`src/rtl/mem_arbiter_pkg.sv`:
```
`default_nettype none
// +----------------------------------------------------------------------------+
// | Package     : mem_arb_pkg                                                  |
// | Description : Shared constants for the memory arbiter: one-hot FSM state   |
// |               encodings and requester port identifiers.                    |
// | Revision    : 1.0 - initial release                                        |
// +----------------------------------------------------------------------------+
package mem_arb_pkg;

   localparam int ST_W = 4;

   // One-hot state encodings
   localparam logic [ST_W-1:0] ST_IDLE   = 4'b0001;
   localparam logic [ST_W-1:0] ST_ACCESS = 4'b0010;
   localparam logic [ST_W-1:0] ST_RESP   = 4'b0100;
   localparam logic [ST_W-1:0] ST_ABORT  = 4'b1000;

   // Requester identifiers; also the bit index into the request vector
   localparam logic PORT_F = 1'b0;
   localparam logic PORT_D = 1'b1;

endpackage
`default_nettype wire

```
`src/rtl/mem_arbiter_if.sv`:
```
`default_nettype none
// +----------------------------------------------------------------------------+
// | Interface   : mem_arbiter_if                                               |
// | Description : Bundles the fetch port (F), data port (D), response and      |
// |               memory-side signals of the memory arbiter.                   |
// |   master : arbiter view  (drives rdy/rdata/err/busy and memory command)    |
// |   slave  : environment view (requesters and memory)                        |
// | Revision    : 1.0 - initial release                                        |
// +----------------------------------------------------------------------------+
interface mem_arbiter_if #(
   parameter int ADDR_W = 8,
   parameter int DATA_W = 16
);
   // Fetch port (read-only)
   logic              f_req;
   logic [ADDR_W-1:0] f_addr;
   logic              f_rdy;
   // Data port (read/write)
   logic              d_req;
   logic              d_we;
   logic [ADDR_W-1:0] d_addr;
   logic [DATA_W-1:0] d_wdata;
   logic              d_rdy;
   // Shared response / status
   logic [DATA_W-1:0] rdata;
   logic              err;
   logic              busy;
   // Memory side
   logic              mem_req;
   logic              mem_we;
   logic [ADDR_W-1:0] mem_addr;
   logic [DATA_W-1:0] mem_wdata;
   logic              mem_ack;
   logic [DATA_W-1:0] mem_rdata;

   modport master (
      input  f_req, f_addr, d_req, d_we, d_addr, d_wdata, mem_ack, mem_rdata,
      output f_rdy, d_rdy, rdata, err, busy, mem_req, mem_we, mem_addr, mem_wdata
   );

   modport slave (
      output f_req, f_addr, d_req, d_we, d_addr, d_wdata, mem_ack, mem_rdata,
      input  f_rdy, d_rdy, rdata, err, busy, mem_req, mem_we, mem_addr, mem_wdata
   );

endinterface
`default_nettype wire

```
`src/rtl/mem_arbiter_arb_rr2.sv`:
```
`default_nettype none
// +----------------------------------------------------------------------------+
// | Module      : arb_rr2                                                      |
// | Description : Combinational 2-way round-robin picker.                      |
// |   req[1:0] in  : request vector, bit index = port id                       |
// |   last     in  : id of the port served most recently                       |
// |   grant    out : id of the winning port (valid only when valid = 1)        |
// |   valid    out : at least one request present                              |
// | Revision    : 1.0 - initial release                                        |
// +----------------------------------------------------------------------------+
import mem_arb_pkg::*;

module arb_rr2 (
   input  wire logic [1:0] req,
   input  wire logic       last,
   output logic            grant,
   output logic            valid
);

   always_comb begin
      valid = |req;
      grant = PORT_F;
      if (req[PORT_F] && req[PORT_D]) begin
         // Contention: the port not served last wins
         grant = ~last;
      end else if (req[PORT_D]) begin
         grant = PORT_D;
      end else begin
         grant = PORT_F;
      end
   end

endmodule
`default_nettype wire

```
`src/rtl/mem_arbiter.sv`:
```
`default_nettype none
// +----------------------------------------------------------------------------+
// | Module      : mem_arbiter                                                  |
// | Description : Shares one single-port memory between a read-only fetch      |
// |               requester (F) and a read/write data requester (D). A 2-way   |
// |               round-robin picks the winner, its command is latched and a   |
// |               4-state FSM runs the memory handshake, returning read data   |
// |               with a one-cycle rdy pulse to the winner.                    |
// | Ports       : clk, rst (async, active-high), bus (mem_arbiter_if.master:   |
// |               f_*/d_* requester ports, rdata/err/busy, mem_* memory side)  |
// | Option      : MEM_ARB_TIMEOUT_EN - abort an access after TIMEOUT cycles    |
// |               without mem_ack, returning rdy with err and rdata = 0.       |
// | Revision    : 1.0 - initial release                                        |
// +----------------------------------------------------------------------------+
import mem_arb_pkg::*;

module mem_arbiter #(
   parameter int ADDR_W  = 8,
   parameter int DATA_W  = 16,
   parameter int TIMEOUT = 15
) (
   input  wire logic      clk,
   input  wire logic      rst,
   mem_arbiter_if.master  bus
);

   if (TIMEOUT < 1) begin : g_timeout_check
      $error("mem_arbiter: TIMEOUT must be at least 1");
   end

   logic [ST_W-1:0]   state_q, state_d;
   logic              win_q, win_d;
   logic [ADDR_W-1:0] addr_q, addr_d;
   logic              we_q, we_d;
   logic [DATA_W-1:0] wdata_q, wdata_d;
   logic [DATA_W-1:0] rdata_q, rdata_d;
   logic              last_q, last_d;

   logic              w_arb_grant;
   logic              w_arb_valid;
   logic              w_done;

`ifdef MEM_ARB_TIMEOUT_EN
   localparam int CNT_W = $clog2(TIMEOUT + 1);
   logic [CNT_W-1:0]  cnt_q, cnt_d;
`endif

   arb_rr2 u_arb (
      .req   ({bus.d_req, bus.f_req}),
      .last  (last_q),
      .grant (w_arb_grant),
      .valid (w_arb_valid)
   );

   // State register
   always_ff @(posedge clk or posedge rst) begin
      if (rst) begin
         state_q <= ST_IDLE;
      end else begin
         state_q <= state_d;
      end
   end

   // Command, response and pointer registers
   always_ff @(posedge clk or posedge rst) begin
      if (rst) begin
         win_q   <= PORT_F;
         addr_q  <= '0;
         we_q    <= 1'b0;
         wdata_q <= '0;
         rdata_q <= '0;
         // "Last served = D" makes F the favoured port after reset
         last_q  <= PORT_D;
`ifdef MEM_ARB_TIMEOUT_EN
         cnt_q   <= '0;
`endif
      end else begin
         win_q   <= win_d;
         addr_q  <= addr_d;
         we_q    <= we_d;
         wdata_q <= wdata_d;
         rdata_q <= rdata_d;
         last_q  <= last_d;
`ifdef MEM_ARB_TIMEOUT_EN
         cnt_q   <= cnt_d;
`endif
      end
   end

   // Next-state and register-update logic
   always_comb begin
      state_d = state_q;
      win_d   = win_q;
      addr_d  = addr_q;
      we_d    = we_q;
      wdata_d = wdata_q;
      rdata_d = rdata_q;
      last_d  = last_q;
`ifdef MEM_ARB_TIMEOUT_EN
      cnt_d   = cnt_q;
`endif
      case (state_q)
         ST_IDLE: begin
            if (w_arb_valid) begin
               win_d   = w_arb_grant;
               state_d = ST_ACCESS;
               if (w_arb_grant == PORT_D) begin
                  addr_d  = bus.d_addr;
                  we_d    = bus.d_we;
                  wdata_d = bus.d_wdata;
               end else begin
                  addr_d  = bus.f_addr;
                  we_d    = 1'b0;
                  wdata_d = '0;
               end
`ifdef MEM_ARB_TIMEOUT_EN
               cnt_d   = '0;
`endif
            end
         end
         ST_ACCESS: begin
            // An ack in the same cycle as the timeout limit takes precedence
            if (bus.mem_ack) begin
               rdata_d = bus.mem_rdata;
               state_d = ST_RESP;
            end
`ifdef MEM_ARB_TIMEOUT_EN
            else if (cnt_q == CNT_W'(TIMEOUT - 1)) begin
               rdata_d = '0;
               state_d = ST_ABORT;
            end else begin
               cnt_d = cnt_q + CNT_W'(1);
            end
`endif
         end
         ST_RESP: begin
            last_d  = win_q;
            state_d = ST_IDLE;
         end
`ifdef MEM_ARB_TIMEOUT_EN
         ST_ABORT: begin
            last_d  = win_q;
            state_d = ST_IDLE;
         end
`endif
         default: begin
            state_d = ST_IDLE;
         end
      endcase
   end

   // Outputs are decoded from registered state only
   always_comb begin
`ifdef MEM_ARB_TIMEOUT_EN
      w_done      = (state_q == ST_RESP) || (state_q == ST_ABORT);
      bus.err     = (state_q == ST_ABORT);
`else
      w_done      = (state_q == ST_RESP);
      bus.err     = 1'b0;
`endif
      bus.f_rdy     = w_done && (win_q == PORT_F);
      bus.d_rdy     = w_done && (win_q == PORT_D);
      bus.busy      = (state_q != ST_IDLE);
      bus.mem_req   = (state_q == ST_ACCESS);
      bus.mem_we    = we_q;
      bus.mem_addr  = addr_q;
      bus.mem_wdata = wdata_q;
      bus.rdata     = rdata_q;
   end

endmodule
`default_nettype wire

```
`src/flat_wrapper.sv`:
```
// flat-port wrapper written by rule: the top's interface ports become plain ports
module mem_arbiter_flat 
#(
   parameter int ADDR_W  = 8,
   parameter int DATA_W  = 16,
   parameter int TIMEOUT = 15
)
  (clk, rst, bus_f_req, bus_f_addr, bus_d_req, bus_d_we, bus_d_addr, bus_d_wdata, bus_mem_ack, bus_mem_rdata, bus_f_rdy, bus_d_rdy, bus_rdata, bus_err, bus_busy, bus_mem_req, bus_mem_we, bus_mem_addr, bus_mem_wdata);
  mem_arbiter_if #(.ADDR_W(ADDR_W), .DATA_W(DATA_W)) bus_i ();
  input  wire logic clk;
  input  wire logic rst;
  input wire logic [$bits(bus_i.f_req)-1:0] bus_f_req;
  input wire logic [$bits(bus_i.f_addr)-1:0] bus_f_addr;
  input wire logic [$bits(bus_i.d_req)-1:0] bus_d_req;
  input wire logic [$bits(bus_i.d_we)-1:0] bus_d_we;
  input wire logic [$bits(bus_i.d_addr)-1:0] bus_d_addr;
  input wire logic [$bits(bus_i.d_wdata)-1:0] bus_d_wdata;
  input wire logic [$bits(bus_i.mem_ack)-1:0] bus_mem_ack;
  input wire logic [$bits(bus_i.mem_rdata)-1:0] bus_mem_rdata;
  output wire logic [$bits(bus_i.f_rdy)-1:0] bus_f_rdy;
  output wire logic [$bits(bus_i.d_rdy)-1:0] bus_d_rdy;
  output wire logic [$bits(bus_i.rdata)-1:0] bus_rdata;
  output wire logic [$bits(bus_i.err)-1:0] bus_err;
  output wire logic [$bits(bus_i.busy)-1:0] bus_busy;
  output wire logic [$bits(bus_i.mem_req)-1:0] bus_mem_req;
  output wire logic [$bits(bus_i.mem_we)-1:0] bus_mem_we;
  output wire logic [$bits(bus_i.mem_addr)-1:0] bus_mem_addr;
  output wire logic [$bits(bus_i.mem_wdata)-1:0] bus_mem_wdata;
  assign bus_i.f_req = bus_f_req;
  assign bus_i.f_addr = bus_f_addr;
  assign bus_i.d_req = bus_d_req;
  assign bus_i.d_we = bus_d_we;
  assign bus_i.d_addr = bus_d_addr;
  assign bus_i.d_wdata = bus_d_wdata;
  assign bus_i.mem_ack = bus_mem_ack;
  assign bus_i.mem_rdata = bus_mem_rdata;
  assign bus_f_rdy = bus_i.f_rdy;
  assign bus_d_rdy = bus_i.d_rdy;
  assign bus_rdata = bus_i.rdata;
  assign bus_err = bus_i.err;
  assign bus_busy = bus_i.busy;
  assign bus_mem_req = bus_i.mem_req;
  assign bus_mem_we = bus_i.mem_we;
  assign bus_mem_addr = bus_i.mem_addr;
  assign bus_mem_wdata = bus_i.mem_wdata;
  mem_arbiter #(.ADDR_W(ADDR_W), .DATA_W(DATA_W), .TIMEOUT(TIMEOUT)) u_core (.clk(clk), .rst(rst), .bus(bus_i));
endmodule
```
`config.mk`:
```
export PLATFORM = sky130hd
export DESIGN_NAME = mem_arbiter_flat
export DESIGN_NICKNAME = d
export VERILOG_FILES = /design/src/rtl/mem_arbiter_pkg.sv /design/src/rtl/mem_arbiter_if.sv /design/src/rtl/mem_arbiter_arb_rr2.sv /design/src/rtl/mem_arbiter.sv /design/src/flat_wrapper.sv
export SDC_FILE = /design/constraint.sdc
export NUM_CORES = 1
export LEC_CHECK = 0
export CORE_ASPECT_RATIO = 1.1
export CORE_MARGIN = 3
export CORE_UTILIZATION = 43
export CTS_BUF_LIST = sky130_fd_sc_hd__clkbuf_2
export CTS_CLUSTER_DIAMETER = 30
export DETAILED_ROUTE_END_ITERATION = 12
export PLACE_DENSITY = 0.88
export SETUP_SLACK_MARGIN = 0.2
export SYNTH_ARGS = -nofsm -noshare
export SYNTH_HDL_FRONTEND = slang
export SYNTH_SLANG_ARGS = --single-unit
```
`constraint.sdc`:
```
create_clock -name clk -period 4.3 [get_ports clk]
set_clock_uncertainty 0.2 [all_clocks]
set_input_delay 0.43 -clock clk [delete_from_list [all_inputs] [get_ports clk]]
set_output_delay 0.43 -clock clk [all_outputs]
set_load 0.02 [all_outputs]
```
; ---- Word level (Yosys, flattened, before mapping)
; Index checks and enable logic that the tools add are counted.
[word_totals]
register_bits = 47
input_bits = 54
out_inout_bits = 46
elab_cells = 30
[classes]
n_eq_ne = 6
n_mux = 8
bitwise = 2
reduce_logical = 7
[ops]
columns = cell, n
row1 = $mux 16, 1
row2 = $mux 4, 2
row3 = $mux 8, 1
row4 = $pmux 4 s2, 1
row5 = $reduce_and 2->1, 3
row6 = $eq 4x1->1 const B, 1
row7 = $eq 4x2->1 const B, 1
row8 = $eq 4x3->1 const B, 1
row9 = $ne 2x2->1 const B, 2
row10 = $ne 4x1->1 const B, 1
row11 = $logic_and 1x1->1, 3
row12 = $mux 1, 3
row13 = $not 1->1, 2
row14 = $reduce_or 2->1, 1

; ---- Longest topological paths before layout
[logic_depth]
word_depth = 3
mapped_depth = 5
ltp_nobuf = 4

; ---- Cells and area by module
; Synthesis repeated with hierarchy kept, for this count alone.
[hier_totals]
cells_unflattened = 154
hier_area_um2 = 2058.2
[by_module_without_submodules]
columns = mod, n_inst, cells_per_inst, area_each_um2, seq_area_each_um2
row1 = mem_arbiter, 1, 152, 2044.5, 1153.6
row2 = arb_rr2, 1, 2, 13.8, 0.0

; ---- Worst setup path after synthesis
; OpenSTA, ideal clock, no wires.
[synth_timing]
path_kind = register to register
startpoint = register u_core.state_q[2]
endpoint = register u_core.rdata_q[0] (netlist: u_core.bus.rdata[0])
setup_time_ns = 0.125
arrival_time_ns = 1.644
required_time_ns = 3.975
path_slack_ns = 2.331
path_stages_with_launch = 6
n_path_buf = 2
synth_period_minus_slack_ns = 1.969
cell_sequence = dfrtp_1 nor3b_2 and2_1 buf_4 buf_6 mux2_2
[synth_between]
elab_chain_cells = 2
[synth_rtl]
columns = item, line_no
row1 = start: declaration, mem_arbiter.sv:31  ; logic [ST_W-1:0] state_q, state_d;
row2 = start signal: assignment, mem_arbiter.sv:60  ; state_q <= state_d;
row3 = $eq 4x2->1, n/a
row4 = net bus_mem_req, flat_wrapper.sv:25  ; output wire logic [$bits(bus_i.mem_req)-1:0] bus_mem_req;
row5 = $reduce_and 2->1 (no line), n/a
row6 = end signal: assignment, mem_arbiter.sv:82  ; rdata_q <= rdata_d;
row7 = end: declaration, mem_arbiter.sv:36  ; logic [DATA_W-1:0] rdata_q, rdata_d;
; The timed path passes the listed nets, and every way through them passes these cells.
; A chain may end at the register's enable or synchronous reset.

; ---- Worst setup path in the final report
[layout_timing]
startpoint = register u_core.state_q[0]
endpoint = output bus_busy
[layout_between]
elab_chain_cells = 1
[layout_rtl]
columns = item, line_no
row1 = $ne 4x1->1, mem_arbiter.sv:163  ; bus.busy = (state_q != ST_IDLE);
row2 = end: declaration, flat_wrapper.sv:24  ; output wire logic [$bits(bus_i.busy)-1:0] bus_busy;
; Every way passes these cells.

==> impl_metrics.ini <==
[synthesis]
synth_area_leader_cell = dfrtp_1
syn-num-nets = 178
synthCells = 124
post_synth.cell_area_avg_sq_um = 14.8
syn_area_sq_um = 1840
yosysTopAreaCellShare_pct = 59.9
synth_ff_type = dfrtp_1
yosysWarnings = 0
synth-edff-count = 0
synth.most_common_cell = dfrtp_1
synth.distinct_cells = 26
synthTopCellsByArea = dfrtp_1 60%, mux2_2 9.8%, a22o_1 8.1%, a2bb2oi_1 3.8%, o32ai_1 3.8%
synthArstFlopShare_pct = 100
ys_ff_latch = 46
ys_top_cells_by_count = 44 x dfrtp_1, 17 x a22o_1, 16 x mux2_2, 8 x a2bb2oi_1, 8 x o32ai_1
yosysSeqAreaShare_pct = 62.8

[run]
maxCapViolCount = 0

[worst_setup_path]
critPathKind = reg2out
max_stage_delay_ps = 590
cp_top_family = buffers and inverters
critPathCaptureType = output pin
path_cells = nor3b_4, inv_2, clkdlybuf4s50_1
cp.arrival_ps = 2110
start_kind = register
path_max_fanout = 10
required_ps = 3670
critPathSlowestCell = dfstp_2
worst-path-buf-inv = 2

[global_route]
overflow = 0
grt_usage_pct = 19.2
grt_pass1_wl_mm = 7.18
antenna_found_initial = 0
grt_pass1_vias = 1556
grt_max_degree = 47

[floorplanning]
die_y_microns = 74.6
die_x_microns = 68.3
initial_utilization_pct = 45.3
core_sq_um = 4050
rows = 24
dieArea_sq_um = 5100
io_pins = 100

[sta]
final-max-slew-violation-count = 0
worst_slack_ps = 1560
rsz0062_at_grt = no
post-route-period-util_pct = 63.7
hold_violations = 0
clock.fmax_mhz = 365
setup-violations-final = 0
slew_headroom_pct = 38.2
worst_slew_pin_slew_ps = 926
min_period_ps = 2740
fin_setup_tns_ps = 0

[cts]
cts_sinks = 46
postCtsSetupRepairBufs = 0
cts.clk_slew.worst_paths_ps = 230
insertion_delay_ps = 400
postCtsHoldBufs = 0
clockBufferDepth = 2
cts_max_level = 2
root_buffer = clkbuf_2
cts-buffers-inserted = 5
tritoncts = yes
postCtsResizedCells = 0

[min_path]
hp-class = in2async

[placed_design]
dpl.hpwl_mm = 3.54
dp_worst_setup_slack_ps = 1980
numPortBuffers = 98
finalWeightedCongestion = 0.683

[route]
wl_per_cell_microns = 17.0
ant_nets = 0
viasPerCell = 5.13
first_iter_violations = 67
drc = 0
routed-via-count = 1411
dr.pass1.iters = 6
routed_wl_mm = 4.67

[final_layout]
diodes = 0
fillerInstances = 301
seq_area_sq_um = 1150
multi_input_area_sq_um = 612
area_growth_pct = 55.9
nNetsFinal = 276
fin_util_pct = 70.7
layout-drive-gt1-share_pct = 14.8

[run_status]
status = complete, no violations

[power]
power_leakage_nw = 1.21
irDropWorstVdd_mv = 0.366
power_density_nw_per_um2 = 697
==> registers in the layout (all words and copies together), names as in the netlist <==
register              cells
u_core.bus.mem_wdata     16
u_core.state_q            3
u_core.bus.mem_addr       8
u_core.bus.mem_we         1
u_core.bus.rdata         16
u_core.last_q             1
u_core.win_q              1
==> metrics by stage <==
step / power, mW / cells / hold WS (ps) / cell area, sq um
after floorplan: 1.35 / 124 / 264 / 1840
after global placement: 1.82 / 267 / 279 / 2830
after detailed placement: 1.85 / 267 / 291 / 2830
after CTS: 2.02 / 275 / 324 / 2870
after global routing: 2.12 / 275 / 357 / 2870
final: 2.00 / 275 / 312 / 2870
==> final timing paths <==
| kind | startpoint | cells past startpoint | slack (ps) | endpoint |
|---|---|---|---|---|
| setup / recovery | u_core.state_q[0] | 3 | 1560 | bus_busy |
| hold / removal | rst | 2 | 310 | u_core.bus.mem_wdata[1] |
| setup reg to reg | u_core.state_q[2] | 3 | 2170 | u_core.bus.rdata[12] |
| hold reg to reg | u_core.bus.rdata[8] | 1 | 340 | u_core.bus.rdata[8] |
| max in group asynchronous | rst | 2 | 2980 | u_core.bus.mem_addr[4] |
| min in group clk | u_core.bus.rdata[8] | 1 | 340 | u_core.bus.rdata[8] |
==> report_power, final <==
group          internal, mW  total, mW  switching (mW)
clock network        0.0401      0.169           0.129
registers             0.634      0.747           0.113
logic                 0.564       1.08           0.517
==> kinds of logic (layout without fill, tap and decap cells) <==
kind of cell,after synthesis,in the layout,share of synthesized area [%]
other,1,1,0.204
muxes,16,16,9.80
and+or+nand+nor,12,12,5.45
AOI/OAI and AO/OA,38,38,17.8
buffers and inverters,11,110,3.95
DFF,46,46,62.8
==> per-layer routing <==
layer	vias up	part of all wire (%)	global-route usage, %
li1	664	-	-
met1	680	39	22.4
met2	63	51	32.2
met5	-	0	0
met3	4	9.4	6.95
met4	0	0.94	7.06
==> layout make-up <==
| class | count | share of cell area (%) |
|---|---|---|
| inverter | 4 | 0.524 |
| clock inverter | 2 | 0.306 |
| timing repair buffer | 98 | 34.2 |
| sequential | 46 | 40.3 |
| multi-input combinational | 67 | 21.4 |
| tap | 52 | 2.27 |
| clock buffer | 6 | 1.05 |
==> layout by cell type (no fill, tap or decap), types with 4 or more instances in the layout <==
cell type	n
a22o_1	17
clkdlybuf4s50_1	98
mux2_2	16
dfrtp_1	44
clkbuf_2	6
o32ai_1	8
a2bb2oi_1	8
nor2_1	4
Note: power is estimated with default switching activity, not from simulation.
==> RTL edit, RTL diff (same flow settings) <==
`ADDR_W` is set to 8 in 3 places; all go to 7.
--- a/src/rtl/mem_arbiter_if.sv
+++ b/src/rtl/mem_arbiter_if.sv
@@ -9,5 +9,5 @@
 // +----------------------------------------------------------------------------+
 interface mem_arbiter_if #(
-   parameter int ADDR_W = 8,
+   parameter int ADDR_W = 7,
    parameter int DATA_W = 16
 );
--- a/src/rtl/mem_arbiter.sv
+++ b/src/rtl/mem_arbiter.sv
@@ -16,5 +16,5 @@
 
 module mem_arbiter #(
-   parameter int ADDR_W  = 8,
+   parameter int ADDR_W  = 7,
    parameter int DATA_W  = 16,
    parameter int TIMEOUT = 15
--- a/src/flat_wrapper.sv
+++ b/src/flat_wrapper.sv
@@ -2,5 +2,5 @@
 module mem_arbiter_flat 
 #(
-   parameter int ADDR_W  = 8,
+   parameter int ADDR_W  = 7,
    parameter int DATA_W  = 16,
    parameter int TIMEOUT = 15
Interface: changed (resized bus_d_addr, bus_f_addr and bus_mem_addr); port bits go from 100 to 97. No check against the original RTL was run, so the function may have changed too.
==> RTL edit against the unedited design <==
Setup slack got worse by 0.0088 ns. Area after synthesis fell by 1.8%. Sequential cell count fell by 1. Total power fell by 2.0%. Via count fell by 2.2%. Routed wire length fell by 7.0%. Design area fell by 2.1%. Count of clock-buffer cells in the layout did not move. Sequential power fell by 2.7%. Critical path type unchanged.
==> RTL edit: results (changes against the unedited design) <==
* Clk sinks at 45 (-2.2%)
* Leakage at 0.00119 µW (-1.9%)
* WL/cell at 16.1 µm (-4.9%)
* Layout non-clock buf frac at 0.339 (-0.00322)
* PortBufs at 95 (-3.1%)
* Fillers at 294 (-2.3%)
* Synthesized net count at 172 (-3.4%)
* Plain + repair buffers at 95 (-3.1%)
* Net Sw Frac at 0.380 (about the same)
* Sequential logic power at 727 µW (-2.7%)
* Avg Cell Area, Syn at 15.0 µm² (+1.5%)
* First-pass GRT wire length at 6570 µm (-8.5%)
* Clock-pin slew on the worst setup and hold paths at 0.21 ns (-0.02 ns)
* Vias per inst at 5.13 (about the same)
* Worst slew pin tran at 0.900 ns (-0.0262 ns)
* Outcome: finished, final reports clean
* Multi-In Gates at 65 (-3.0%)
* Layout area overhead at 55.3%
* Pin count of the biggest net entering global routing at 46 (-2.1%)
* DRT Pass-1 Iters at 3 (-3)
* Peak supply drop at 0.434 mV (+19%)
* Sequential share of the synthesized area at 0.625 (-0.00255)
* Placed cells at 261 (-2.2%)
* Placed Area at 2760 µm² (-2.2%)
* GRT Util Overall at 0.179 (-0.0130)
* Non-filler cells, final at 269 (-2.2%)
* Synth area leaders: dfrtp_1 (60%), mux2_2 (9.4%), a22o_1 (8.2%)
-- RTL edit: changes by cell type in the layout (fill, tap and decap cells not counted), sizes merged --
| cell | unedited run | this run |
|---|---|---|
| dfrtp | 44 | 43 |
| clkdlybuf4s50 | 98 | 95 |
| o32ai | 8 | 7 |
| a2bb2oi | 8 | 7 |
-- RTL edit: kinds of logic (layout without fill, tap and decap cells) --
| logic type | count (synthesis) | count (layout) | share of synthesized area |
|---|---|---|---|
| buf+inv | 10 | 107 | 0.0416 |
| compound gates | 36 | 36 | 0.176 |
| mux | 16 | 16 | 0.0998 |
| other cells | 1 | 1 | 0.00208 |
| flops | 45 | 45 | 0.625 |
| simple gates | 12 | 12 | 0.0554 |
-- RTL edit: per-layer routing --
metal	routed length (µm)	vias to the layer above	track usage
met1	1720	668	0.211
met5	0	-	0
met4	55	0	0.0596
li1	-	643	-
met3	524	5	0.0967
met2	2050	64	0.279
